### config.mk
export PLATFORM = sky130hd
export DESIGN_NAME = dmem_arbiter
export DESIGN_NICKNAME = d
export VERILOG_FILES = /design/src/rtl/dmem_arbiter_pkg.sv /design/src/rtl/dmem_arbiter_rr_pick2.sv /design/src/rtl/dmem_arbiter.sv
export SDC_FILE = /design/constraint.sdc
export NUM_CORES = 1
export LEC_CHECK = 0
export ABC_AREA = 0
export CAP_MARGIN = 20
export CORE_AREA = 2 2 123 125
export DETAILED_ROUTE_END_ITERATION = 10
export DIE_AREA = 0 0 125 127
export PLACE_DENSITY = 0.56
export SYNTH_ARGS = -nofsm -noshare
export SYNTH_HDL_FRONTEND = slang
export SYNTH_SLANG_ARGS = --single-unit
export TNS_END_PERCENT = 20
### constraint.sdc
create_clock -name clk -period 3.8 [get_ports clk]
set_input_delay 0.76 -clock clk [delete_from_list [all_inputs] [get_ports clk]]
set_output_delay 0.76 -clock clk [all_outputs]
set_load 0.02 [all_outputs]
### src/rtl/dmem_arbiter_pkg.sv
// Shared types and constants for the data-memory arbiter slice.
package dmem_arbiter_pkg;

  // Arbiter FSM states: IDLE arbitrates every cycle, BURST keeps the RAM for m1.
  typedef enum logic {
    ST_IDLE  = 1'b0,
    ST_BURST = 1'b1
  } arb_state_t;

  // Master identifiers, also used to remember the last granted master.
  typedef enum logic {
    M0 = 1'b0,
    M1 = 1'b1
  } master_t;

  // Access direction encoding of the *_we inputs.
  localparam logic ACC_RD = 1'b0;
  localparam logic ACC_WR = 1'b1;

  // True when a write-enable value encodes a read access.
  function automatic logic is_read(input logic we);
    return (we == ACC_RD);
  endfunction

  // True when a write-enable value encodes a write access.
  function automatic logic is_write(input logic we);
    return (we == ACC_WR);
  endfunction

endpackage

### src/rtl/dmem_arbiter_rr_pick2.sv
// Two-requester round-robin picker: on a tie the master that was not granted
// last time wins; a single request is always granted.
module rr_pick2
  import dmem_arbiter_pkg::*;
(
  input  logic [1:0] req,
  input  master_t    last,
  output logic [1:0] gnt
);

  // Pick at most one requester, alternating on ties.
  always_comb begin
    gnt = 2'b00;
    if (req[0] && req[1]) begin
      if (last == M0) begin
        gnt = 2'b10;
      end else begin
        gnt = 2'b01;
      end
    end else begin
      gnt = req;
    end
  end

endmodule

### src/rtl/dmem_arbiter.sv
// Data RAM arbiter between the core load/store port (m0) and a DMA/loader port
// (m1). m0 issues single beats; m1 may hold the RAM for a burst of m1_len+1
// beats. Grants are combinational in the request cycle, read data returns one
// cycle later and is routed to whichever master issued the read.
module dmem_arbiter
  import dmem_arbiter_pkg::*;
#(
  parameter int AW    = 32,
  parameter int DW    = 32,
  parameter int LEN_W = 4
) (
  input  logic              clk,
  input  logic              rst,

  input  logic              m0_req,
  input  logic              m0_we,
  input  logic [AW-1:0]     m0_addr,
  input  logic [DW-1:0]     m0_wdata,
  input  logic [DW/8-1:0]   m0_be,
  output logic              m0_gnt,
  output logic              m0_rvalid,
  output logic [DW-1:0]     m0_rdata,

  input  logic              m1_req,
  input  logic              m1_we,
  input  logic [AW-1:0]     m1_addr,
  input  logic [DW-1:0]     m1_wdata,
  input  logic [DW/8-1:0]   m1_be,
  input  logic [LEN_W-1:0]  m1_len,
  output logic              m1_gnt,
  output logic              m1_rvalid,
  output logic [DW-1:0]     m1_rdata,

  output logic              core_stall,

  output logic              ram_en,
  output logic              ram_we,
  output logic [AW-1:0]     ram_addr,
  output logic [DW-1:0]     ram_wdata,
  output logic [DW/8-1:0]   ram_be,
  input  logic [DW-1:0]     ram_rdata
);

  arb_state_t       state;
  logic [LEN_W-1:0] beat_cnt;
  master_t          last_gnt;
  logic [1:0]       pick;

  rr_pick2 u_pick (
    .req  ({m1_req, m0_req}),
    .last (last_gnt),
    .gnt  (pick)
  );

  // Grant decode: round-robin in IDLE, m1 owns the RAM in BURST. Grants are
  // forced low while reset is held so no RAM access leaks out of reset.
  always_comb begin
    m0_gnt = 1'b0;
    m1_gnt = 1'b0;
    if (!rst) begin
      if (state == ST_IDLE) begin
        m0_gnt = pick[0];
        m1_gnt = pick[1];
      end else begin
        m1_gnt = m1_req;
      end
    end
  end

  assign core_stall = m0_req & ~m0_gnt;

  // RAM port mux: forward the granted master's fields, drive zeros when idle.
  always_comb begin
    ram_en    = m0_gnt | m1_gnt;
    ram_we    = 1'b0;
    ram_addr  = '0;
    ram_wdata = '0;
    ram_be    = '0;
    if (m1_gnt) begin
      ram_we    = is_write(m1_we);
      ram_addr  = m1_addr;
      ram_wdata = m1_wdata;
      ram_be    = m1_be;
    end else if (m0_gnt) begin
      ram_we    = is_write(m0_we);
      ram_addr  = m0_addr;
      ram_wdata = m0_wdata;
      ram_be    = m0_be;
    end
  end

  // Arbitration FSM: tracks the last winner and counts the remaining m1 burst
  // beats. The counter is loaded with m1_len on the first beat and the beat
  // seen with a count of one is the last, so it never wraps below zero.
  always_ff @(posedge clk or posedge rst) begin
    if (rst) begin
      state    <= ST_IDLE;
      beat_cnt <= '0;
      last_gnt <= M1;
    end else begin
      case (state)
        ST_IDLE: begin
          if (m1_gnt) begin
            last_gnt <= M1;
            if (m1_len != '0) begin
              beat_cnt <= m1_len;
              state    <= ST_BURST;
            end
          end else if (m0_gnt) begin
            last_gnt <= M0;
          end
        end
        ST_BURST: begin
          if (!m1_req) begin
            beat_cnt <= '0;
            state    <= ST_IDLE;
          end else begin
            beat_cnt <= beat_cnt - LEN_W'(1);
            if (beat_cnt == LEN_W'(1)) begin
              state <= ST_IDLE;
            end
          end
        end
        default: begin
          beat_cnt <= '0;
          state    <= ST_IDLE;
        end
      endcase
    end
  end

  // Read-owner tracking: remember which master issued a read so the RAM's
  // one-cycle-late data goes back to it; writes never produce a response.
  always_ff @(posedge clk or posedge rst) begin
    if (rst) begin
      m0_rvalid <= 1'b0;
      m1_rvalid <= 1'b0;
    end else begin
      m0_rvalid <= m0_gnt & is_read(m0_we);
      m1_rvalid <= m1_gnt & is_read(m1_we);
    end
  end

  assign m0_rdata = m0_rvalid ? ram_rdata : '0;
  assign m1_rdata = m1_rvalid ? ram_rdata : '0;

endmodule
# == Word level (Yosys, flattened, before mapping) ==
# Cells that the tools add are included.
# totals
regBits,8
input_bits,178
output_inout_bits,139
wordCells,49
# classes
add_sub_neg,1
eq_ne,3
mux,27
bitwise_logic,8
reduce_logical,5
# ops
op,count
$mux 32,6
$mux 4,5
$mux 1,12
$pmux 4 s2,1
$eq 4x1->1 const B,1
$mux 2,2
$not 1->1,4
$reduce_and 2->1,2
$reduce_bool 4->1,1
$sub 4x1->4 const B,1
$and 1x1->1,3
$ne 2x1->1 const B,1
$ne 2x2->1 const B,1
$pmux 1 s2,1
$reduce_bool 2->1,1
$logic_and 1x1->1,1
$or 1x1->1,1

# == Longest topological paths before layout ==
# Gate-level depths: netlist of the first run.
# logic_depth
depth_word,6
ltp_mapped,5
mapped_depth_nobuf,5

# == Hierarchy ==
# Synthesis of the first run repeated with hierarchy kept, for this count alone.
# unflattened
hier_cells,362
area_unflattened_um2,2185.8
# by_module_without_submodules
module,n_inst,cells_each,area_per_inst_um2,seq_area_each_um2
dmem_arbiter,1,359,2167.1,201.4
rr_pick2,1,3,18.8,0.0

# == Worst setup path after synthesis of the first run ==
# Ideal clock, no wire load.
# synth_path
path_type,input to output
from,input port rst
to,output port ram_be[0]
arrival_ns,1.698
required_time_ns,3.040
slack_ns,1.342
path_stages,5
path_buffers,2
cell_sequence,nor2_1 -> o211a_1 -> buf_2 -> buf_2 -> a22o_1
# synth_between
elab_chain_len,3
elab_cells_between_ends,4
classes_between,4 x mux
# synth_rtl
item,line,source
start: declaration,dmem_arbiter.sv:13,"input logic rst,"
$mux 1,dmem_arbiter.sv:60,if (!rst) begin
via m0_gnt,dmem_arbiter.sv:20,"output logic m0_gnt,"
$mux 4,dmem_arbiter.sv:84,end else if (m0_gnt) begin
$mux 4,dmem_arbiter.sv:79,if (m1_gnt) begin
end: declaration,dmem_arbiter.sv:40,"output logic [DW/8-1:0] ram_be,"
# The timed path passes the listed nets, and every way through them passes these cells.

# == Final worst setup path of the first run ==
# layout_path
from,input port m1_req
to,output port ram_addr[27]
# layout_between
elab_chain_len,6
elab_cells_between_ends,8
classes_between,7 x mux; 1 x reduce/logical
# layout_rtl
item,line,source
start: declaration,dmem_arbiter.sv:24,"input logic m1_req,"
$logic_and 1x1->1,dmem_arbiter_rr_pick2.sv:14,if (req[0] && req[1]) begin
$mux 2,dmem_arbiter_rr_pick2.sv:14,
$mux 1,dmem_arbiter.sv:61,if (state == ST_IDLE) begin
$mux 1,dmem_arbiter.sv:60,
$mux 32,dmem_arbiter.sv:84,
$mux 32 (*),dmem_arbiter.sv:79,
end: declaration,dmem_arbiter.sv:38,"output logic [AW-1:0] ram_addr,"
# Mark *: on every way between the ends. The rest lies on a longest branch, timed or not.

==> metrics.cfg, run 1 <==
[outcome]
status=complete, no violations

[critical_path]
cp_max_fo=65
r2r_setup_slack_ps=2330
path_cells=clkdlybuf4s50_1 -> and2b_4 -> o21a_2 -> buf_12 -> a22o_1 -> clkdlybuf4s50_1
path_delay_family=buffers and inverters
critPathMaxStageDelay_ps=650
crit_required_ps=3040
critPathSlowestCell=clkdlybuf4s50_1
cp_num_buf_inv=3
cp-end-kind=primary output
path_common_cell=clkdlybuf4s50_1
critPathKind=in2out
critPathLaunchType=input port
arrival_ps=2910

[clock_tree]
h-tree-depth=1
clk_path_buf_depth=2
clock_sinks=8
cts_tree=built
numCtsBuffers=3
clk_latency_ps=230
clockRootBuffer=clkbuf_16
clkTransAtPathRegs_ps=40

[sta]
layout_min_cycle_time_ps=3670
finalCritPeriodShare=0.967
fmax_mhz=272
hold_violations=0
skew_ps=0.281
fin_ws_ps=127
worst_pin_slew_ps=769
rsz0062_at_grt=no
relSlewSlack=0.487
fin_setup_tns_ps=0
final-setup-viol-count=0
slew_viol_final=0
finalHoldWorstSlack_ps=572

[synth]
syn_inst=204
syn_area_um2=1640
netlist.area_leader.share=0.368
synth_top_family_by_area=compound AO/OA/AOI/OAI gates
yosysTopAreaCell=a22o_1
synthFlopType=dfrtp_1
async_reset_ff_frac=1.00
synth_compound_area_frac=0.422
synth.avg_cell_area_um2=8.05
synth.area.top_cells=a22o_1, and2_1, dfrtp_1, buf_6, buf_2
synthSimpleGateAreaFrac=0.322
ys_ff_latch=8
muxShareOfSynthArea=0
synth_common_cells=a22o_1, and2_1, buf_2, buf_6
synth-xor-area-share=0.0107
syn_nets=384
synth_adder_area_share=0.0152
synth_most_common_cell=a22o_1
ys_types=31
synth_seq_area_share=0.123
synth_edf_count=0
yosys_warnings=0

[pwr]
p_total_mw=1.29
power_density_nw_per_um2=256
ir_drop_mv=0.146
leakagePower_nw=1.89

[detailed_routing]
wirelength_um=11600
num_vias=2847
ant_nets=0
drt_iter0_drc=60
drt-vias-per-instance=4.13
avgRoutedWirePerCell_um=16.8
drtPass1Iterations=5
post-route-drc-count=0

[global_routing]
antenna_found_initial=0
grt_overflow=0
grt.total_usage=0.133
grt_start_max_net_pins=66
grt_pass1_vias=2978
grt_pass1_wl_um=16800

[cells_and_area]
utilization=0.348
multi_input_area_um2=1270
fill_cells=1451
seq_area_um2=201
area_growth_syn_to_layout_pct=206
diodes=0
final_cells=689
fin_nets=686
fin_area_um2=5020
drive_gt1_frac=0.0356

[floorplan]
die_y_um=127
dieWidth_um=125
io_pins=317
rows=44
coreArea_um2=14400
dieArea_um2=15900
start_util=0.114

[place]
placed_area_um2=4930
place_inst=685
place_congestion=0.910
dp_worst_setup_slack_ps=58.4
dp_hpwl_um=10100
portBuffers=316

[flow_run]
max_cap_viol_count=0

[hold_path]
hp-class=reg2reg

[path summary, 6_finish.rpt]
path                           from            to  cells past startpoint
setup / recovery             m1_req  ram_addr[27]                      6
hold / removal             last_gnt      last_gnt                      2
setup reg to reg              state     m0_rvalid                      4
hold reg to reg            last_gnt      last_gnt                      2
max in group asynchronous       rst      last_gnt                      2
min in group asynchronous       rst   beat_cnt[0]                      2
[worst min-delay path, stage by stage (launching register included)]
cell and delay, ps:
dfstp_2 400, a21oi_1 110, a31oi_1 50
[routing by layer]
metal / track usage / wire length, µm
met4: 0.0229 / 174
met5: 0 / 0
met1: 0.132 / 3910
met3: 0.0402 / 1190
met2: 0.271 / 6330
[repair_timing]
action / CTS / global route
setup endpoints to repair: 0 / 25
setup buffers: 0 / 0
hold endpoints to repair: 0 / 0
hold buffers: 0 / 0
gates resized for setup: 0 / 1
[cell usage in the layout, fill, tap and decap left out, drive strengths merged, types with 2 or more instances in the layout]
master / Yosys / layout
clkdlybuf4s50: 0 / 314
nor2: 3 / 3
clkbuf: 7 / 4
dfrtp: 7 / 7
a22o: 69 / 69
and2: 64 / 64
inv: 5 / 5
nand2: 3 / 3
ha: 2 / 2
nor2b: 3 / 3
nand4b: 4 / 4
or2: 2 / 2
buf: 16 / 6
o311ai: 3 / 3
nand3: 2 / 2
[layout make-up]
class / instances / share of cell area
Multi-Input combinational cell: 168 / 0.254
Clock buffer: 4 / 0.0157
Inverter: 5 / 0.00374
Timing Repair Buffer: 320 / 0.641
Tap cell: 184 / 0.0459
Sequential cell: 8 / 0.0402
[where the power goes]
part | switching (mW) | leakage (nW) | internal (mW)
sequential | 0.0469 | 0.102 | 0.119
clock | 0.0461 | 0.0382 | 0.140
combinational | 0.416 | 1.75 | 0.518
total | 0.509 | 1.89 | 0.777
[logic make-up after synthesis]
| family | after synthesis |
|---|---|
| DFF | 8 |
| xor gates and xnor gates | 2 |
| buffers and inverters | 28 |
| AOI/OAI and AO/OA | 79 |
| adders and majority gates | 2 |
| and+or+nand+nor | 85 |
[registers in the layout, indices dropped and copies added, names as in the netlist]
signal	cells
beat_cnt	4
last_gnt	1
m0_rvalid	1
m1_rvalid	1
state	1
Power figures use the tool's default switching activity.
==> run 2, diff against run 1 <==
--- a/config.mk
+++ b/config.mk
@@ -8,6 +8,7 @@
 export ABC_AREA = 0
 export CAP_MARGIN = 20
 export CORE_AREA = 2 2 123 125
+export CTS_BUF_LIST = sky130_fd_sc_hd__clkbuf_8 sky130_fd_sc_hd__clkbuf_16
 export DETAILED_ROUTE_END_ITERATION = 10
 export DIE_AREA = 0 0 125 127
 export PLACE_DENSITY = 0.56
==> constraint.sdc (replaced) <==
create_clock -name clk -period 4.4 [get_ports clk]
set_input_delay 0.88 -clock clk [delete_from_list [all_inputs] [get_ports clk]]
set_output_delay 0.88 -clock clk [all_outputs]
set_load 0.02 [all_outputs]
==> run 2 against run 1 <==
Against the previous run: core utilization hardly changed; non-clock buffer count rose by 1; clock skew rose by 3.9 ps; clock power shrank 18%; flip-flop and latch count unchanged; combinational power shrank 14%; clock-buffer cell count shrank 1; setup slack improved by 240 ps; critical path depth is the same; global-route usage decreased by 0.27 points; worst hold slack got worse by 3.5 ps; critical path type unchanged; largest cell class unchanged; largest power group unchanged.
==> metrics.cfg, run 2 (synthesized netlist as in run 1, its figures left out) <==
[detailed_routing]
ant_nets=0
highest_layer=met4
drtPass1Iterations=5
wl_met1_um=4000
drt-vias-per-instance=4.13
drt_iter0_drc=119
avgRoutedWirePerCell_um=16.6
wirelength_um=11400
wl_met2_um=6140
post-route-drc-count=0
routed-wl-met3_um=1150
num_vias=2851

[clock_tree]
clock_sinks=8
clk_path_buf_depth=2
postCtsHoldBufs=0
cts_setup_buffers=0
clk_latency_ps=230
h-tree-depth=1
numCtsBuffers=3
clkTransAtPathRegs_ps=30
cts_tree=built
clockRootBuffer=clkbuf_16
cts_resized=0

[cells_and_area]
fin_area_um2=5020
fill_cells=1468
area_growth_syn_to_layout_pct=206
drive_gt1_frac=0.0336
final_cell_mix=clkdlybuf4s50_1, a22o_1, and2_1, dfrtp_1, inv_1
diodes=0
largest_reg_flops=4
seq_area_um2=201
fin_nets=687
multi_input_area_um2=1270
final_common_cell=clkdlybuf4s50_1
top_register=beat_cnt

[sta]
final-setup-viol-count=0
fin_ws_ps=367
fmax_mhz=248
skew_ps=4.21
relSlewSlack=0.487
worst_pin_slew_ps=769
hold_violations=0
slew_viol_final=0
rsz0062_at_grt=no
fin_setup_tns_ps=0
layout_min_cycle_time_ps=4030
finalCritPeriodShare=0.916
finalHoldWorstSlack_ps=569

[place]
dp_hpwl_um=10100
dp_worst_setup_slack_ps=381
placed_area_um2=4940
place_congestion=0.902
portBuffers=316

[floorplan]
die_y_um=127
rows=44
io_pins=317
dieArea_um2=15900
coreArea_um2=14400
dieWidth_um=125
start_util=0.114

[global_routing]
grt_overflow=0
grt_start_max_net_pins=59
antenna_found_initial=0
grt.total_usage=0.130
grt_pass1_vias=2964
grt_pass1_wl_um=16700

[critical_path]
r2r_setup_slack_ps=2860
critPathKind=in2out
path_cells=clkdlybuf4s50_1 -> nor2_1 -> o211a_2 -> buf_12 -> a22o_1 -> clkdlybuf4s50_1
cp_max_fo=46
critPathLaunchType=input port
path_common_cell=clkdlybuf4s50_1
crit_required_ps=3520
cp-end-kind=primary output
critPathMaxStageDelay_ps=630
arrival_ps=3150
critPathSlowestCell=clkdlybuf4s50_1

[hold_path]
hp-class=reg2reg

[flow_run]
max_cap_viol_count=0

[outcome]
status=complete, no violations

[pwr]
ir_drop_mv=0.131
p_total_mw=1.10
power_density_nw_per_um2=220
leakagePower_nw=1.89

[run 2: cell types whose count changed in the layout (fill, tap and decap cells not counted), sizes merged]
| cell | before | now |
|---|---|---|
| clkdlybuf4s50 | 314 | 316 |
| buf | 6 | 5 |
| clkbuf | 4 | 3 |
| inv | 5 | 6 |
[run 2: worst max-delay path: cells and delay by family]
| kind | cells | cell delay (ps) |
|---|---|---|
| compound gates | 2 | 650 |
| buf+inv | 3 | 1380 |
| simple gates | 1 | 210 |
[run 2: area by class of cell]
type                       count  share of cell area
timing repair buffer         321               0.642
inverter                       5             0.00374
clock inverter                 1            0.000748
multi-input combinational    168               0.252
tap                          184              0.0459
clock buffer                   3              0.0150
sequential                     8              0.0401
[run 2: report_power, final]
group | switching (mW) | internal (mW)
Sequential | 0.0401 | 0.102
Clock | 0.0346 | 0.118
Combinational | 0.358 | 0.449
[run 2: metrics by stage]
step,util,instances
after floorplan,-,204
after global placement,0.343,686
after detailed placement,0.343,686
after CTS,0.348,690
after global routing,0.348,690
final,0.348,690
[run 2: metal layers]
metal	global-route usage	up-vias
li1	-	1365
met4	0.0209	0
met1	0.137	1280
met2	0.258	200
met3	0.0394	6
met5	0	-
[run 2: final timing paths]
check | start | to | depth (start not counted)
max | rst | ram_wdata[26] | 6
min | last_gnt | last_gnt | 1
max reg2reg | state | m0_rvalid | 3
min reg2reg | last_gnt | last_gnt | 1
max in group asynchronous | rst | last_gnt | 2
min in group asynchronous | rst | m0_rvalid | 2
==> run 3, diff against run 2 <==
--- a/config.mk
+++ b/config.mk
@@ -6,7 +6,7 @@
 export NUM_CORES = 1
 export LEC_CHECK = 0
 export ABC_AREA = 0
-export CAP_MARGIN = 20
+export CAP_MARGIN = 10
 export CORE_AREA = 2 2 123 125
 export CTS_BUF_LIST = sky130_fd_sc_hd__clkbuf_8 sky130_fd_sc_hd__clkbuf_16
 export DETAILED_ROUTE_END_ITERATION = 10
==> results of run 3 <==
Final layout, timing and power as in run 2 (identical DEF).
